===== config.mk =====
export PLATFORM = sky130hd
export DESIGN_NAME = rx_byte_packer_flat
export DESIGN_NICKNAME = d
export VERILOG_FILES = /design/src/rtl/rx_byte_packer_if.sv /design/src/rtl/rx_byte_packer.sv /design/src/flat_wrapper.sv
export SDC_FILE = /design/constraint.sdc
export NUM_CORES = 1
export LEC_CHECK = 0
export ABC_AREA = 1
export CORE_ASPECT_RATIO = 2
export CORE_UTILIZATION = 62
export CTS_CLUSTER_SIZE = 28
export DETAILED_ROUTE_END_ITERATION = 16
export PLACE_DENSITY = 0.84
export SETUP_SLACK_MARGIN = 0.3
export SYNTH_ARGS = -nofsm -noshare
export SYNTH_HDL_FRONTEND = slang
export SYNTH_SLANG_ARGS = --single-unit

===== constraint.sdc =====
create_clock -name clk -period 2.5 [get_ports clk]
set_clock_uncertainty 0.15 [all_clocks]
set_input_delay 0.625 -clock clk [delete_from_list [all_inputs] [get_ports clk]]
set_output_delay 0.625 -clock clk [all_outputs]
set_load 0.03 [all_outputs]

===== src/rtl/rx_byte_packer_if.sv =====
// rtl/rx_byte_packer_if.sv - byte input, FIFO write and status signals of the RX byte packer
interface rx_byte_packer_if;
  logic         rx_valid;
  logic [7:0]   rx_byte;
  logic         fifo_full;
  logic         clr_err;
  logic         wr_en;
  logic [255:0] fifo_data;
  logic [5:0]   byte_count;
  logic         overrun;
  logic         timeout_err;

  modport master (
    output rx_valid, rx_byte, fifo_full, clr_err,
    input  wr_en, fifo_data, byte_count, overrun, timeout_err
  );

  modport slave (
    input  rx_valid, rx_byte, fifo_full, clr_err,
    output wr_en, fifo_data, byte_count, overrun, timeout_err
  );
endinterface


===== src/rtl/rx_byte_packer.sv =====
// rtl/rx_byte_packer.sv - packs UART bytes into 256-bit words through an assembler and a hold stage
module rx_byte_packer #(
  parameter int TIMEOUT_CYCLES = 100000
) (
  input logic             clk,
  input logic             rst,
  rx_byte_packer_if.slave bus
);

  localparam int IW = (TIMEOUT_CYCLES < 2) ? 1 : $clog2(TIMEOUT_CYCLES + 1);
  localparam logic [IW-1:0] IDLE_LAST = IW'((TIMEOUT_CYCLES == 0) ? 0 : TIMEOUT_CYCLES - 1);
  localparam logic [5:0]    FULL      = 6'd32;

  logic [255:0]  asm_q;
  logic [255:0]  hold_q;
  logic [255:0]  data_q;
  logic [5:0]    cnt_q;
  logic          hold_valid_q;
  logic          wr_en_q;
  logic          overrun_q;
  logic          timeout_q;
  logic [IW-1:0] idle_q;

  logic asm_full;
  logic drain;
  logic xfer;
  logic accept;
  logic drop;
  logic tmo;

  // A full assembler may hand off on the same edge the hold register drains,
  // which also frees a slot for the byte arriving on that edge.
  always_comb begin
    asm_full = (cnt_q == FULL);
    drain    = hold_valid_q && !bus.fifo_full;
    xfer     = asm_full && (!hold_valid_q || drain);
    accept   = bus.rx_valid && (!asm_full || xfer);
    drop     = bus.rx_valid && !accept;
    tmo      = (TIMEOUT_CYCLES != 0) && !asm_full && (cnt_q != 6'd0) && (idle_q == IDLE_LAST);
  end

  always_ff @(posedge clk or negedge rst) begin
    if (!rst) begin
      asm_q  <= '0;
      cnt_q  <= '0;
      idle_q <= '0;
    end else begin
      if (accept) begin
        asm_q <= {asm_q[247:0], bus.rx_byte};
      end
      if (xfer || tmo) begin
        cnt_q <= accept ? 6'd1 : 6'd0;
      end else if (accept) begin
        cnt_q <= cnt_q + 6'd1;
      end
      if (accept || tmo || (cnt_q == 6'd0) || asm_full || (TIMEOUT_CYCLES == 0)) begin
        idle_q <= '0;
      end else begin
        idle_q <= idle_q + IW'(1);
      end
    end
  end

  always_ff @(posedge clk or negedge rst) begin
    if (!rst) begin
      hold_q       <= '0;
      hold_valid_q <= 1'b0;
      wr_en_q      <= 1'b0;
      data_q       <= '0;
    end else begin
      wr_en_q <= drain;
      if (drain) begin
        data_q <= hold_q;
      end
      if (xfer) begin
        hold_q       <= asm_q;
        hold_valid_q <= 1'b1;
      end else if (drain) begin
        hold_valid_q <= 1'b0;
      end
    end
  end

  // Sticky flags: a new event on the clearing edge keeps the flag set.
  always_ff @(posedge clk or negedge rst) begin
    if (!rst) begin
      overrun_q <= 1'b0;
      timeout_q <= 1'b0;
    end else begin
      if (drop) begin
        overrun_q <= 1'b1;
      end else if (bus.clr_err) begin
        overrun_q <= 1'b0;
      end
      if (tmo) begin
        timeout_q <= 1'b1;
      end else if (bus.clr_err) begin
        timeout_q <= 1'b0;
      end
    end
  end

  assign bus.wr_en       = wr_en_q;
  assign bus.fifo_data   = data_q;
  assign bus.byte_count  = cnt_q;
  assign bus.overrun     = overrun_q;
  assign bus.timeout_err = timeout_q;

endmodule


===== src/flat_wrapper.sv =====
// flat-port wrapper written by rule: the top's interface ports become plain ports
module rx_byte_packer_flat 
#(
  parameter int TIMEOUT_CYCLES = 100000
)
  (clk, rst, bus_rx_valid, bus_rx_byte, bus_fifo_full, bus_clr_err, bus_wr_en, bus_fifo_data, bus_byte_count, bus_overrun, bus_timeout_err);
  rx_byte_packer_if bus_i ();
  input logic clk;
  input logic rst;
  input wire logic [$bits(bus_i.rx_valid)-1:0] bus_rx_valid;
  input wire logic [$bits(bus_i.rx_byte)-1:0] bus_rx_byte;
  input wire logic [$bits(bus_i.fifo_full)-1:0] bus_fifo_full;
  input wire logic [$bits(bus_i.clr_err)-1:0] bus_clr_err;
  output wire logic [$bits(bus_i.wr_en)-1:0] bus_wr_en;
  output wire logic [$bits(bus_i.fifo_data)-1:0] bus_fifo_data;
  output wire logic [$bits(bus_i.byte_count)-1:0] bus_byte_count;
  output wire logic [$bits(bus_i.overrun)-1:0] bus_overrun;
  output wire logic [$bits(bus_i.timeout_err)-1:0] bus_timeout_err;
  assign bus_i.rx_valid = bus_rx_valid;
  assign bus_i.rx_byte = bus_rx_byte;
  assign bus_i.fifo_full = bus_fifo_full;
  assign bus_i.clr_err = bus_clr_err;
  assign bus_wr_en = bus_i.wr_en;
  assign bus_fifo_data = bus_i.fifo_data;
  assign bus_byte_count = bus_i.byte_count;
  assign bus_overrun = bus_i.overrun;
  assign bus_timeout_err = bus_i.timeout_err;
  rx_byte_packer #(.TIMEOUT_CYCLES(TIMEOUT_CYCLES)) u_core (.clk(clk), .rst(rst), .bus(bus_i));
endmodule

After elaboration in Yosys (flattened, before gate mapping):

Index checks and enable logic that the tools add are counted.

* output and inout port bits: 265
* word-level logic and storage cells: 44
* input port bits: 13
* bits in registers: 795

* muxes and demuxes: 9
* reductions and logical operators: 22
* add/sub/neg operators: 2
* eq/ne operators: 2

Operators with widths (count)
* $add A17 B1 Y17 const B: 1
* $eq A17 B17 Y1 const B: 1
* $mux W17: 1
* $mux W6: 2
* $reduce_bool A2 Y1: 4
* $add A6 B1 Y6 const B: 1
* $eq A6 B6 Y1 const B: 1
* $logic_and A1 B1 Y1: 6
* $logic_not A6 Y1: 1
* $logic_or A1 B1 Y1: 6
* $mux W1: 6
* $reduce_bool A6 Y1: 1
* $logic_not A1 Y1: 4

Depth between registers and ports, before layout:

Gate-level depths: netlist of the first run.

* depth in word-level cells: 10
* depth in mapped cells: 11
* mapped depth without buffers: 9

Least setup slack after synthesis of the first run:

Ideal clock, no wire load.

* kind: register -> register
* start: reg u_core.cnt_q[0], in the netlist u_core.bus.byte_count[0]
* end: reg u_core.asm_q[248]
* path buffers: 3
* cell stages (with the launch flop): 12
* arrival: 1.664 ns
* clock period less this slack: 1.944 ns
* data required time: 2.220 ns
* setup time: 0.130 ns
* setup slack: 0.556 ns
* path through: dfrtp_1 inv_1 ha_1 nand2_1 nor2_4 nand3_2 nand2_2 buf_6 buf_6 buf_4 nand2_1 o21ai_0

* cells in the longest elaborated chain, start to end: 4
* elaborated cells between the ends (all ways): 5
* classes of those cells: eq/ne: 1; reduce/logical: 4

RTL lines
* from (decl): line rx_byte_packer.sv:17 `logic [5:0] cnt_q;`
* from (signal assigned): line rx_byte_packer.sv:52 `cnt_q <= accept ? 6'd1 : 6'd0;`
* from (signal assigned): line rx_byte_packer.sv:54 `cnt_q <= cnt_q + 6'd1;`
* $eq A6 B6 Y1 (*): line rx_byte_packer.sv:34 `asm_full = (cnt_q == FULL);`
* $logic_not A1 Y1 or $logic_and A1 B1 Y1 (tied branches): line rx_byte_packer.sv:37, rx_byte_packer.sv:36
* $logic_or A1 B1 Y1 (*): line rx_byte_packer.sv:37 `accept = bus.rx_valid && (!asm_full || xfer);`
* $logic_and A1 B1 Y1 (*): line rx_byte_packer.sv:37
* to (signal assigned): line rx_byte_packer.sv:49 `asm_q <= {asm_q[247:0], bus.rx_byte};`
* to (decl): line rx_byte_packer.sv:14 `logic [255:0] asm_q;`

Every way passes the cells marked *; elsewhere a longest branch is shown, timed or not.
A chain may end at the register's enable or synchronous reset.

Worst setup path in the final report of the first run:

* start: reg u_core.data_q[0], in the netlist u_core.bus.fifo_data[0]
* end: out bus_fifo_data[0]

RTL lines
* from (decl): line rx_byte_packer.sv:16 `logic [255:0] data_q;`
* from (signal assigned): line rx_byte_packer.sv:73 `data_q <= hold_q;`
* to (decl): line flat_wrapper.sv:15 `output wire logic [$bits(bus_i.fifo_data)-1:0] bus_fifo_data;`

No word-level cell between the ends.

==> results of run 1 <==
[area by class of cell]
cell class	count	share of cell area, %
inverters	282	2.91
multi-input cells	1922	23.6
clock buffers	87	5.11
repair buffers	374	10.5
flip-flops and latches	795	54.3
well taps	638	2.18
clock inverters	28	1.34
[synth_stat cells, types with 7 or more instances]
master,number,area [sq um]
nand3_1,16,80.1
buf_8,10,150
buf_2,64,320
xor2_1,11,96.3
inv_1,280,1050
o21ai_0,313,1570
o21ai_2,90,788
nor2_1,49,184
nand2_1,1206,4530
o21ai_1,110,551
a21oi_1,9,45.0
nand4_1,7,43.8
buf_6,13,146
nand2_2,91,569
dfrtp_1,795,19900
clkbuf_1,72,270
[worst register-to-register path: cells and delay by family, from the launching register on]
family,cells,cell delay [ps]
compound gates,1,130
fa+ha+maj,1,160
buf+inv,2,360
flops,1,460
simple gates,5,720
[cells in the final DEF, fill, tap and decap left out, types with 49 or more instances in the layout]
| cell | n |
|---|---|
| nand2_1 | 1206 |
| dfrtp_1 | 793 |
| o21ai_0 | 313 |
| inv_1 | 279 |
| dlygate4sd2_1 | 214 |
| o21ai_1 | 110 |
| nand2_2 | 90 |
| o21ai_2 | 90 |
| clkbuf_16 | 69 |
| buf_12 | 50 |
| nor2_1 | 49 |
[registers in the layout (all words and copies together), names as in the netlist]
name	count
u_core.asm_q	256
u_core.bus.byte_count	6
u_core.bus.fifo_data	256
u_core.bus.overrun	1
u_core.bus.timeout_err	1
u_core.bus.wr_en	1
u_core.hold_q	256
u_core.hold_valid_q	1
u_core.idle_q	17
[power breakdown]
part	internal, mW	switching (mW)	leakage (nW)
Combinational	1.45	2.78	7.27
Clock	6.66	4.64	1.15
Sequential	14.7	1.25	10.8
[kinds of logic (layout without fill, tap and decap cells)]
kind of cell	count (synthesis)	after routing	share of synthesized area, %
and+or+nand+nor	1382	1383	18.0
AOI/OAI and AO/OA	523	523	9.68
DFF	795	795	65.1
xor gates and xnor gates	13	13	0.373
buffers and inverters	454	771	6.66
adders and majority gates	3	3	0.123
[stage by stage]
step                cell area [sq um]  setup WS [ps]  hold WS (ps)
global placement                34500            110           294
global route                    36600            292           342
finish                          36600            330           317
detailed placement              34500           88.5           307
CTS                             36600            176           319
floorplan                       30500            556           179
[what timing repair did]
action                     4_1_cts  5_1_grt
hold endpoints to repair        26        0
cloned                           0        1
hold buffers                     1        0
gates resized for setup        321       27
buffers inserted                 0        1
setup endpoints to repair      265       63
[worst min-delay path by stage]
stage / from / slack [ps] / cells after the start / end
CTS: u_core.idle_q[0] / 320 / 1 / u_core.idle_q[0]
global route: u_core.bus.fifo_data[120] / 340 / 2 / u_core.bus.fifo_data[120]
detailed placement: u_core.bus.fifo_data[180] / 310 / 2 / u_core.bus.fifo_data[180]
finish: u_core.idle_q[0] / 320 / 1 / u_core.idle_q[0]
floorplan: rst / 180 / 0 / u_core.asm_q[0]
global placement: u_core.idle_q[0] / 290 / 1 / u_core.idle_q[0]
[per-layer routing]
metal	vias to the layer above	routed length, um
li1	10331	-
met1	11092	26800
met2	790	38100
met3	221	3340
met4	0	3970
met5	-	0
==> flow_metrics.tcl, run 1 <==
set metrics [dict create \
    status "completed" \
    setup_violations 0 \
    dp_cells 4008 \
    drv_slew 0 \
    io_pins 278 \
    drc_errors 0 \
    drv_cap 0 \
    regArea_sq_mm 0.0199 \
    grt_pass1_wl_mm 118 \
    netlist_instances 3170 \
    grt_usage_pct 29.7 \
    vias 22434 \
    synth_top_flop_cell "dfrtp_1" \
    regToRegStartpoint "u_core.bus.byte_count[0]" \
    fin_crit_ps 2170 \
    p_total_mw 31.5 \
    grt_use_met3_pct 4.01 \
    overflow 0 \
    hold_viol 0 \
    cp_max_fo 2 \
    cts.path.max_buffers 3 \
    cts.sinks 795 \
    post-route-util_pct 75.6 \
    yosysSeqAreaShare_pct 65.1 \
    yosys_warnings 0 \
    arrival_ps 1400 \
    syn_nets 3186 \
    h-tree-depth 3 \
    cp_top_family "buffers and inverters" \
    synth_edf_count 0 \
    gp_congestion 0.862 \
    first_global_vias 23220 \
    grt_antenna_before_repair 0 \
    grt_setup_unrepaired "yes" \
    synth-seq-cells 795 \
    startpoint "u_core.bus.fifo_data[0]" \
    initial_core_util_pct 63.0 \
    viasPerCell 5.44 \
    min_period_over_period_pct 86.8 \
    syn_area_per_cell_sq_um 9.64 \
    num_rows 114 \
    crit_type "reg2out" \
    reg2reg_depth 9 \
    synth_cell_type_count 30 \
    crit_chain "clkdlybuf4s15_1" \
    cp_num_buf_inv 1 \
    fmax_ghz 0.461 \
    tightestPinTransition_ps 524 \
    critPathLaunchType "register" \
    leakage_nw 19.2 \
    syn_area_sq_mm 0.0305 \
    final_layout_size_suffix_gt1_share_pct 12.2 \
    max_stage_delay_ps 430 \
    grt_max_degree 106 \
    hold_path.class "reg2reg" \
    cp_num_cells 1 \
    layout.nets 3457 \
    fp.dieW_um 159 \
    crit_path_end "bus_fifo_data[0]" \
    root_buffer "clkbuf_16" \
    drt-initial-drc-count 1829 \
    wirelength_mm 72.2 \
    use_met2_pct 53.6 \
    fin_cells 4126 \
    drt-pass1-iter-count 7 \
    rr_endpoint "u_core.asm_q[22]" \
    place_hpwl_mm 48.8 \
    setup_tns_ps 0 \
    clkTransAtPathRegs_ps 80 \
    area_growth_pct 20.0 \
    fillCellCount 3201 \
    slew_headroom_pct 65.0 \
    die_h_um 316 \
    required_ps 1730 \
    grtUsageMet1_pct 34.1 \
    cts_tree "done" \
    p_per_area_mw_per_mm2 859 \
    grt_busiest_layer "met2" \
    multiInputGateArea_sq_mm 0.00866 \
    endpoint_kind "output port" \
    wire_per_inst_um 17.5 \
    async_flop_share_pct 100 \
    diodes 0 \
    ant_nets 0 \
    cts_buffers 66 \
    r2r_slack_ps 410 \
    portBuffers 277 \
    coreArea_sq_mm 0.0485 \
    dieArea_sq_mm 0.0502 \
    ir_worst_vdd_mv 0.714 \
    cp_slowest_cell "clkdlybuf4s15_1" \
    clkLatencyLatePin_ps 590 \
]
No activity file was read; power rests on OpenSTA's default activity.
==> run 2: changes to the inputs <==
--- a/config.mk
+++ b/config.mk
@@ -10,6 +10,7 @@
 export CORE_UTILIZATION = 62
 export CTS_CLUSTER_SIZE = 28
 export DETAILED_ROUTE_END_ITERATION = 16
+export GPL_ROUTABILITY_DRIVEN = 0
 export PLACE_DENSITY = 0.84
 export SETUP_SLACK_MARGIN = 0.3
 export SYNTH_ARGS = -nofsm -noshare
==> results of run 2 <==
Same layout as run 1: the final DEF is identical, and so are final timing and power.
